===== config.mk =====
export PLATFORM = sky130hd
export DESIGN_NAME = medication_scheduler_flat
export DESIGN_NICKNAME = d
export VERILOG_FILES = /design/src/rtl/medication_scheduler_if.sv /design/src/rtl/medication_scheduler.sv /design/src/flat_wrapper.sv
export SDC_FILE = /design/constraint.sdc
export NUM_CORES = 1
export LEC_CHECK = 0
export BUFFER_PORTS_ARGS = -buffer_cell sky130_fd_sc_hd__buf_4
export CELL_PAD_IN_SITES_DETAIL_PLACEMENT = 1
export CELL_PAD_IN_SITES_GLOBAL_PLACEMENT = 1
export CORE_ASPECT_RATIO = 0.8
export CORE_MARGIN = 2
export CORE_UTILIZATION = 36
export CTS_CLUSTER_SIZE = 30
export DETAILED_ROUTE_END_ITERATION = 8
export PLACE_DENSITY_LB_ADDON = 0.1
export SYNTH_ARGS = -nofsm -noshare
export SYNTH_HDL_FRONTEND = slang
export SYNTH_SLANG_ARGS = --single-unit

===== constraint.sdc =====
create_clock -name clk -period 4.3 [get_ports clk]
set_clock_uncertainty 0.15 [all_clocks]
set_input_delay 0.645 -clock clk [delete_from_list [all_inputs] [get_ports clk]]
set_output_delay 0.645 -clock clk [all_outputs]
set_load 0.05 [all_outputs]

===== src/rtl/medication_scheduler_if.sv =====
// Bus between the RTC/LED side and medication_scheduler: tick, buttons,
// schedule configuration and the alarm/miss outputs.
interface medication_scheduler_if #(
  parameter int N  = 4,
  parameter int TW = 5,
  parameter int CW = 4
);
  localparam int CHW = (N > 1) ? $clog2(N) : 1;

  logic            tick;
  logic [N-1:0]    button;
  logic            cfg_we;
  logic [CHW-1:0]  cfg_ch;
  logic [TW-1:0]   cfg_time;
  logic            miss_clr;
  logic [TW-1:0]   cur_time;
  logic [N-1:0]    shouldEat;
  logic [N-1:0]    notify;
  logic [N*CW-1:0] miss_cnt;

  modport master (
    output tick, button, cfg_we, cfg_ch, cfg_time, miss_clr,
    input  cur_time, shouldEat, notify, miss_cnt
  );

  modport slave (
    input  tick, button, cfg_we, cfg_ch, cfg_time, miss_clr,
    output cur_time, shouldEat, notify, miss_cnt
  );
endinterface


===== src/rtl/medication_scheduler.sv =====
// Multi-channel dose scheduler: time-of-day counter, per-channel dose alarms,
// grace-window expiry with saturating miss counters. MED_SNOOZE_EN adds one re-alarm.
module medication_scheduler #(
  parameter int N     = 4,
  parameter int DAY   = 24,
  parameter int TW    = 5,
  parameter int GRACE = 3,
  parameter int CW    = 4
) (
  input logic                   clk,
  input logic                   rst,
  medication_scheduler_if.slave bus
);
  localparam int CHW = (N > 1) ? $clog2(N) : 1;
  localparam int AW  = (GRACE > 1) ? $clog2(GRACE) : 1;

  localparam logic [1:0] S_IDLE   = 2'd0;
  localparam logic [1:0] S_DUE    = 2'd1;
  localparam logic [1:0] S_NOTIFY = 2'd2;

  localparam logic [CW-1:0] CNT_MAX = '1;

  logic [TW-1:0]   r_curTime;
  logic [TW-1:0]   w_nextTime;
  logic [TW-1:0]   r_sched [N];
  logic [1:0]      r_state [N];
  logic [AW-1:0]   r_age   [N];
  logic [N-1:0]    w_hit;
  logic [N-1:0]    r_shouldEat;
  logic [N-1:0]    r_notify;
  logic [N*CW-1:0] r_missCnt;
`ifdef MED_SNOOZE_EN
  logic [N-1:0]    r_snoozed;
`endif

  // Disabled channels hold a value >= DAY, which w_nextTime can never reach.
  always_comb begin
    w_nextTime = (r_curTime == TW'(DAY - 1)) ? '0 : r_curTime + 1'b1;
    for (int i = 0; i < N; i++) begin
      w_hit[i] = bus.tick && (w_nextTime == r_sched[i]);
    end
  end

  always_ff @(posedge clk or negedge rst) begin
    if (!rst) begin
      r_curTime <= '0;
    end else if (bus.tick) begin
      r_curTime <= w_nextTime;
    end
  end

  always_ff @(posedge clk or negedge rst) begin
    if (!rst) begin
      for (int i = 0; i < N; i++) r_sched[i] <= '1;
    end else if (bus.cfg_we) begin
      for (int i = 0; i < N; i++) begin
        if (bus.cfg_ch == CHW'(i)) r_sched[i] <= bus.cfg_time;
      end
    end
  end

  always_ff @(posedge clk or negedge rst) begin
    if (!rst) begin
      for (int i = 0; i < N; i++) begin
        r_state[i] <= S_IDLE;
        r_age[i]   <= '0;
      end
      r_shouldEat <= '0;
      r_notify    <= '0;
      r_missCnt   <= '0;
`ifdef MED_SNOOZE_EN
      r_snoozed   <= '0;
`endif
    end else begin
      r_notify <= '0;
      for (int i = 0; i < N; i++) begin
        case (r_state[i])
          S_IDLE, S_NOTIFY: begin
            r_state[i] <= S_IDLE;
            if (w_hit[i]) begin
              r_state[i]     <= S_DUE;
              r_shouldEat[i] <= 1'b1;
              r_age[i]       <= '0;
`ifdef MED_SNOOZE_EN
              r_snoozed[i]   <= 1'b0;
`endif
            end
          end
          S_DUE: begin
            if (bus.button[i]) begin
              r_state[i]     <= S_IDLE;
              r_shouldEat[i] <= 1'b0;
            end else if (bus.tick) begin
              if (r_age[i] == AW'(GRACE - 1)) begin
                r_notify[i] <= 1'b1;
`ifdef MED_SNOOZE_EN
                if (!r_snoozed[i]) begin
                  r_snoozed[i] <= 1'b1;
                  r_age[i]     <= '0;
                end else begin
                  r_state[i]     <= S_NOTIFY;
                  r_shouldEat[i] <= 1'b0;
                  if (r_missCnt[i*CW +: CW] != CNT_MAX)
                    r_missCnt[i*CW +: CW] <= r_missCnt[i*CW +: CW] + 1'b1;
                end
`else
                r_state[i]     <= S_NOTIFY;
                r_shouldEat[i] <= 1'b0;
                if (r_missCnt[i*CW +: CW] != CNT_MAX)
                  r_missCnt[i*CW +: CW] <= r_missCnt[i*CW +: CW] + 1'b1;
`endif
              end else begin
                r_age[i] <= r_age[i] + 1'b1;
              end
            end
          end
          default: r_state[i] <= S_IDLE;
        endcase
      end
      // Placed last so a clear overrides any same-cycle increment.
      if (bus.miss_clr) r_missCnt <= '0;
    end
  end

  assign bus.cur_time  = r_curTime;
  assign bus.shouldEat = r_shouldEat;
  assign bus.notify    = r_notify;
  assign bus.miss_cnt  = r_missCnt;
endmodule

===== src/flat_wrapper.sv =====
// flat-port wrapper written by rule: the top's interface ports become plain ports
module medication_scheduler_flat 
#(
  parameter int N     = 4,
  parameter int DAY   = 24,
  parameter int TW    = 5,
  parameter int GRACE = 3,
  parameter int CW    = 4
)
  (clk, rst, bus_tick, bus_button, bus_cfg_we, bus_cfg_ch, bus_cfg_time, bus_miss_clr, bus_cur_time, bus_shouldEat, bus_notify, bus_miss_cnt);
  medication_scheduler_if #(.N(N), .TW(TW), .CW(CW)) bus_i ();
  input logic clk;
  input logic rst;
  input wire logic [$bits(bus_i.tick)-1:0] bus_tick;
  input wire logic [$bits(bus_i.button)-1:0] bus_button;
  input wire logic [$bits(bus_i.cfg_we)-1:0] bus_cfg_we;
  input wire logic [$bits(bus_i.cfg_ch)-1:0] bus_cfg_ch;
  input wire logic [$bits(bus_i.cfg_time)-1:0] bus_cfg_time;
  input wire logic [$bits(bus_i.miss_clr)-1:0] bus_miss_clr;
  output wire logic [$bits(bus_i.cur_time)-1:0] bus_cur_time;
  output wire logic [$bits(bus_i.shouldEat)-1:0] bus_shouldEat;
  output wire logic [$bits(bus_i.notify)-1:0] bus_notify;
  output wire logic [$bits(bus_i.miss_cnt)-1:0] bus_miss_cnt;
  assign bus_i.tick = bus_tick;
  assign bus_i.button = bus_button;
  assign bus_i.cfg_we = bus_cfg_we;
  assign bus_i.cfg_ch = bus_cfg_ch;
  assign bus_i.cfg_time = bus_cfg_time;
  assign bus_i.miss_clr = bus_miss_clr;
  assign bus_cur_time = bus_i.cur_time;
  assign bus_shouldEat = bus_i.shouldEat;
  assign bus_notify = bus_i.notify;
  assign bus_miss_cnt = bus_i.miss_cnt;
  medication_scheduler #(.N(N), .DAY(DAY), .TW(TW), .GRACE(GRACE), .CW(CW)) u_core (.clk(clk), .rst(rst), .bus(bus_i));
endmodule

* Word level (Yosys, flattened, before mapping) *
Cells that the tools add are included.
W data, S select, Z words.

word-level totals
  register bits after elaboration = 65
  input bits = 16
  logic and storage cells = 231

operators by class
  add/sub/neg operators = 9
  eq/ne operators = 52
  multiplexer cells = 98
  reductions and logical operators = 50

operators with widths
  cell                   number
  $mux W4                20
  $mux W2                28
  $reduce_and A5 Y1      8
  $mux W1                36
  $reduce_bool A2 Y1     17
  $pmux W2 S2            8
  $ne A2 B2 Y1 const B   12
  $eq A2 B2 Y1 const B   10
  $eq A5 B5 Y1           4
  $add A4 B1 Y4 const B  4
  $mux W16               1
  $ne A2 B1 Y1 const B   8
  $ne A4 B4 Y1 const B   4
  $reduce_and A2 Y1      8
  $reduce_and A4 Y1      4
  $ne A3 B2 Y1 const B   4
  $ne A3 B3 Y1 const B   4
  $eq A2 B1 Y1 const B   5
  $logic_not A2 Y1       5
  $add A2 B1 Y2 const B  4
  $pmux W1 S2            4
  $reduce_or A2 Y1       4
  $add A5 B1 Y5 const B  1
  $eq A5 B5 Y1 const B   1
  2 further kinds        5

* Depth between registers and ports, before layout *
  depth in word-level cells = 7
  mapped depth = 7

* Least setup slack after synthesis *
OpenSTA, ideal clock, no wires.

  path type = register -> register
  start = reg u_core.r_curTime[1] (netlist: u_core.bus.cur_time[1])
  end = reg u_core.r_age[4] in the netlist's numbering
  setup time = 0.120 ns
  arrival time = 2.434 ns
  path slack = 1.596 ns
  cell stages (with the launch flop) = 7
  period minus slack after synthesis = 2.704 ns
  path through = dfrtp_1 ha_1 clkbuf_1 xor2_1 or4_1 or4_1 a31o_1

on the way
  cells in the longest elaborated chain, start to end = 6

RTL lines
  element                                               line                         source
  start, declared                                       medication_scheduler.sv:23   logic [TW-1:0] r_curTime;
  start signal, assigned                                medication_scheduler.sv:48   r_curTime <= w_nextTime;
  $add A5 B1 Y5 / $eq A5 B5 Y1 (equally long branches)  medication_scheduler.sv:38   w_nextTime = (r_curTime == TW'(DAY - 1)) ? '0 : r_curTime + 1'b1;
  $mux W5 *                                             medication_scheduler.sv:38
  net u_core.w_nextTime[1]                              medication_scheduler.sv:24   logic [TW-1:0] w_nextTime;
  $eq A5 B5 Y1 *                                        medication_scheduler.sv:40   w_hit[i] = bus.tick && (w_nextTime == r_sched[i]);
  $logic_and A1 B1 Y1 *                                 medication_scheduler.sv:40
  $ne A2 B1 Y1 (no line) *                              --
  $reduce_and A5 Y1 (no line) *                         --
  end signal, assigned by index                         medication_scheduler.sv:113  r_age[i] <= r_age[i] + 1'b1;
  end, declared                                         medication_scheduler.sv:27   logic [AW-1:0] r_age [N];

The timed path passes the listed nets; every way through them passes the cells marked *.
A chain may end at the register's enable or synchronous reset.

* Worst setup path in the final report *
  start = reg u_core.r_curTime[0] (netlist: u_core.bus.cur_time[0])
  end = reg u_core.r_age[4] in the netlist's numbering

The elaborated chain is that of the path after synthesis.

==> results.md <==
- Status: complete, no violations
- Critical Path RT: 4.38 ns
- Setup crit start kind: register
- Vias after detailed routing: 2111
- P_leak: roughly 1.7 nW
- Final Cycle Share: 60.39%
- WL/cell: 15.57 um
- Fmax achieved: roughly 390 MHz
- First-pass GRT wire length: 11.36 mm
- Clock sink count: 65
- Crit end category: register
- Gp weighted congestion: ~0.73
- Post-synth EDFFs: 0
- Layout cell share with drive strength beyond 1: 32.92%
- Top delay family on crit path: simple AND/OR/NAND/NOR gates
- Adder-cell share of the synthesized area: 3.619%
- Die ar.: 0.009408 mm^2
- Max cap viols: 0
- Initial Utilization: 36.84%
- Row count: 30
- Total core area: about 0.0084 mm^2
- Syn_nets: a little under 300
- RSZ-0062 raised after global routing: false
- Critical path's largest stage delay: 0.54 ns
- Pwr Total: 2.187 mW
- Worst-case clock buffer depth: 2
- Fin. Hold Viols: 0
- Post-Syn Area: 0.003112 mm^2
- Final-report setup violation count: 0
- Worst-path fanout max: 9
- Nets: 345
- Largest family of logic cells by synthesized area: simple AND/OR/NAND/NOR gates
- CTS Hold Buffers Added: 0
- Min Clock Period, post-route: 2.597 ns
- Simple-gate area share of the yosys netlist: approximately 17%
- Detail Route Antenna Nets: 0
- CTS tree: done
- Pre-antenna DRT Iters: 4
- Distinct cell type count after synthesis: 37
- NetSw: ~770 uW
- Post-synthesis sequential area ratio: 53.08%
- Root buffer cell: clkbuf_8
- Primary FF master, synth: dfrtp_1
- Pwr per Cell Area: roughly 580 mW/mm^2
- Slew margin rel.: 32.21%
- #FFs+latches synth: 65
- Logic pwr share: 34.2%
- Number of buffers created by CTS: 9
- Number of buffers inserted by port buffering: 44
- HP Class: in2async
- Die span in x: 107.9 um
- Flop pwr share: 39.0%
- XOR/XNOR Fraction of Synth Area: 8.725%
- CTS-repair resized insts: 0
- Compound-Gate Fraction of Synth Area: 6.273%
- Worst path cell trace: ha_1, xor2_1, or4_1, or4_1, a31o_1
- GRT Residual Overflow: 0
- Cell internal pwr: 1.412 mW
- CTS clk-pin slew, worst paths: roughly 0.08 ns
- Most frequent cells in the layout: 45 x dfrtp_1, 44 x buf_4, 22 x nand2_1, 22 x xnor2_1, 22 x mux2_2
- Asr flop ratio synth: 100.0%
- Most common cell after layout, fill and taps aside: dfrtp_1
- Die Y: 87.16 um
- CP dominant cell by count: or4_1
- Via density: 4.831
- Switching share of total power: 35.43%
- GRT Overall Usage: between 15 and 20%
- Kind of critical path: reg2reg
- DRC: 0
- I/O Pins: 45
- Mux cell area share after synthesis: 9.369%
- CP arrival: 2.67 ns
- Worst-skew pair later-pin latency: 0.34 ns
- # diodes: 0
- Initial DRC Count: 75
- Setup TNS: 0 ns
- HPWL Detailed: a little under 5 mm
- Clock Power Share: 26.8%
- Max-slew violations: 0
- Setup bufs post-CTS: 0
- Initial antenna violation count: 0
- Largest net degree at the start of global routing: 66
- Slew @ Worst Pin: 1.015 ns
- Area grow syn2layout: 21.43%
- Vias in the first global route: between 2000 and 2500
- Worst path bufs/invs: 0
- Crit-path slowest cell: or4_1
- YS warnings: 0
- Max VDD drop: approximately 0.00024 V
- Total Wirelength: 6.803 mm
- Syn Area/Cell: 11.52 um^2
- Cells after synthesis: 270
- H-tree Lvls: 3
-- final cells by class --
cell class                      instances  area (um^2)
Clock inverter                          2        60.06
Multi-Input combinational cell        191         1400
Sequential cell                        65         1652
Clock buffer                           14        162.7
Timing Repair Buffer                   44        330.3
Fill cell                             951         4667
Tap cell                              112        140.1
Inverter                                9        33.78
-- power by group through the flow --
stage,sequential (mW),clock (mW),combinational [mW]
detailed placement,0.864,0,0.756
finish,0.854,0.586,0.747
global route,0.872,0.643,0.819
global placement,0.863,0,0.737
floorplan,0.971,0,0.440
CTS,0.856,0.609,0.758
-- per-stage QoR --
step | instance area [um^2] | utilization [%] | worst slack, ns | hold slack, ns | std cells
after global placement | 3556 | 42.10 | 1.768 | 0.3566 | 421
after CTS | 3779 | 44.74 | 1.683 | 0.2745 | 437
final | 3779 | 44.74 | 1.703 | 0.2481 | 437
after detailed placement | 3556 | 42.10 | 1.707 | 0.3513 | 421
after floorplan | 3112 | - | 1.596 | 0.1994 | 270
after global routing | 3779 | 44.74 | 1.527 | 0.2955 | 437
-- synthesized netlist by cell type, types with 3 or more instances --
cell      count  share of area (%)
dfrtp_1      45                 36
xor2_1        9                2.5
nor2_1       16                1.9
xnor2_1      22                6.2
nand2b_1      9                1.8
a21oi_1      10                1.6
or3_1         3               0.60
nand3_1      14                2.3
inv_1         9                1.1
ha_1          9                3.6
nor4_1        3               0.60
or4_1         7                1.7
and2_1        6                1.2
mux2i_1       3               0.97
nand2_1      22                2.7
o21ai_0      10                1.6
dfstp_2      20                 17
and3_1        3               0.60
clkbuf_1      3               0.36
o32ai_1       4                1.1
mux2_2       22                8.0
-- path summary, 6_finish.rpt --
check                      slack, ns                                   to  cells past startpoint                                 from
max                             1.70          u_core.r_age[4]$_DFFE_PN0P_                      5   u_core.bus.cur_time[0]$_DFFE_PN0P_
max in group asynchronous       3.22          u_core.r_age[4]$_DFFE_PN0P_                      1                                  rst
min reg2reg                     0.36  u_core.bus.shouldEat[0]$_DFFE_PN0P_                      2  u_core.bus.shouldEat[0]$_DFFE_PN0P_
min                             0.25   u_core.bus.cur_time[3]$_DFFE_PN0P_                      1                                  rst
min in group clk                0.35        u_core.r_state[5]$_DFFE_PN0P_                      2                        bus_button[1]
max reg2reg                     1.70          u_core.r_age[4]$_DFFE_PN0P_                      5   u_core.bus.cur_time[0]$_DFFE_PN0P_
-- sequential cells by signal (all words and copies together) (netlist names) --
register,cells
u_core.bus.cur_time,5
u_core.r_state,8
u_core.r_sched,20
u_core.bus.shouldEat,4
u_core.r_age,8
u_core.bus.miss_cnt,16
u_core.bus.notify,4
-- metal layers --
metal	global-route usage (%)	part of all wire [%]
met2	23.90	44
met5	0	0
met1	22.56	51
met4	6.061	1.7
met3	4.637	3.9
-- logic make-up after synthesis --
logic type      Yosys count
xor+xnor                 31
flops                    65
compound gates           30
mux                      26
simple gates             95
fa+ha+maj                 9
buf+inv                  14
No activity file was read; power rests on OpenSTA's default activity.
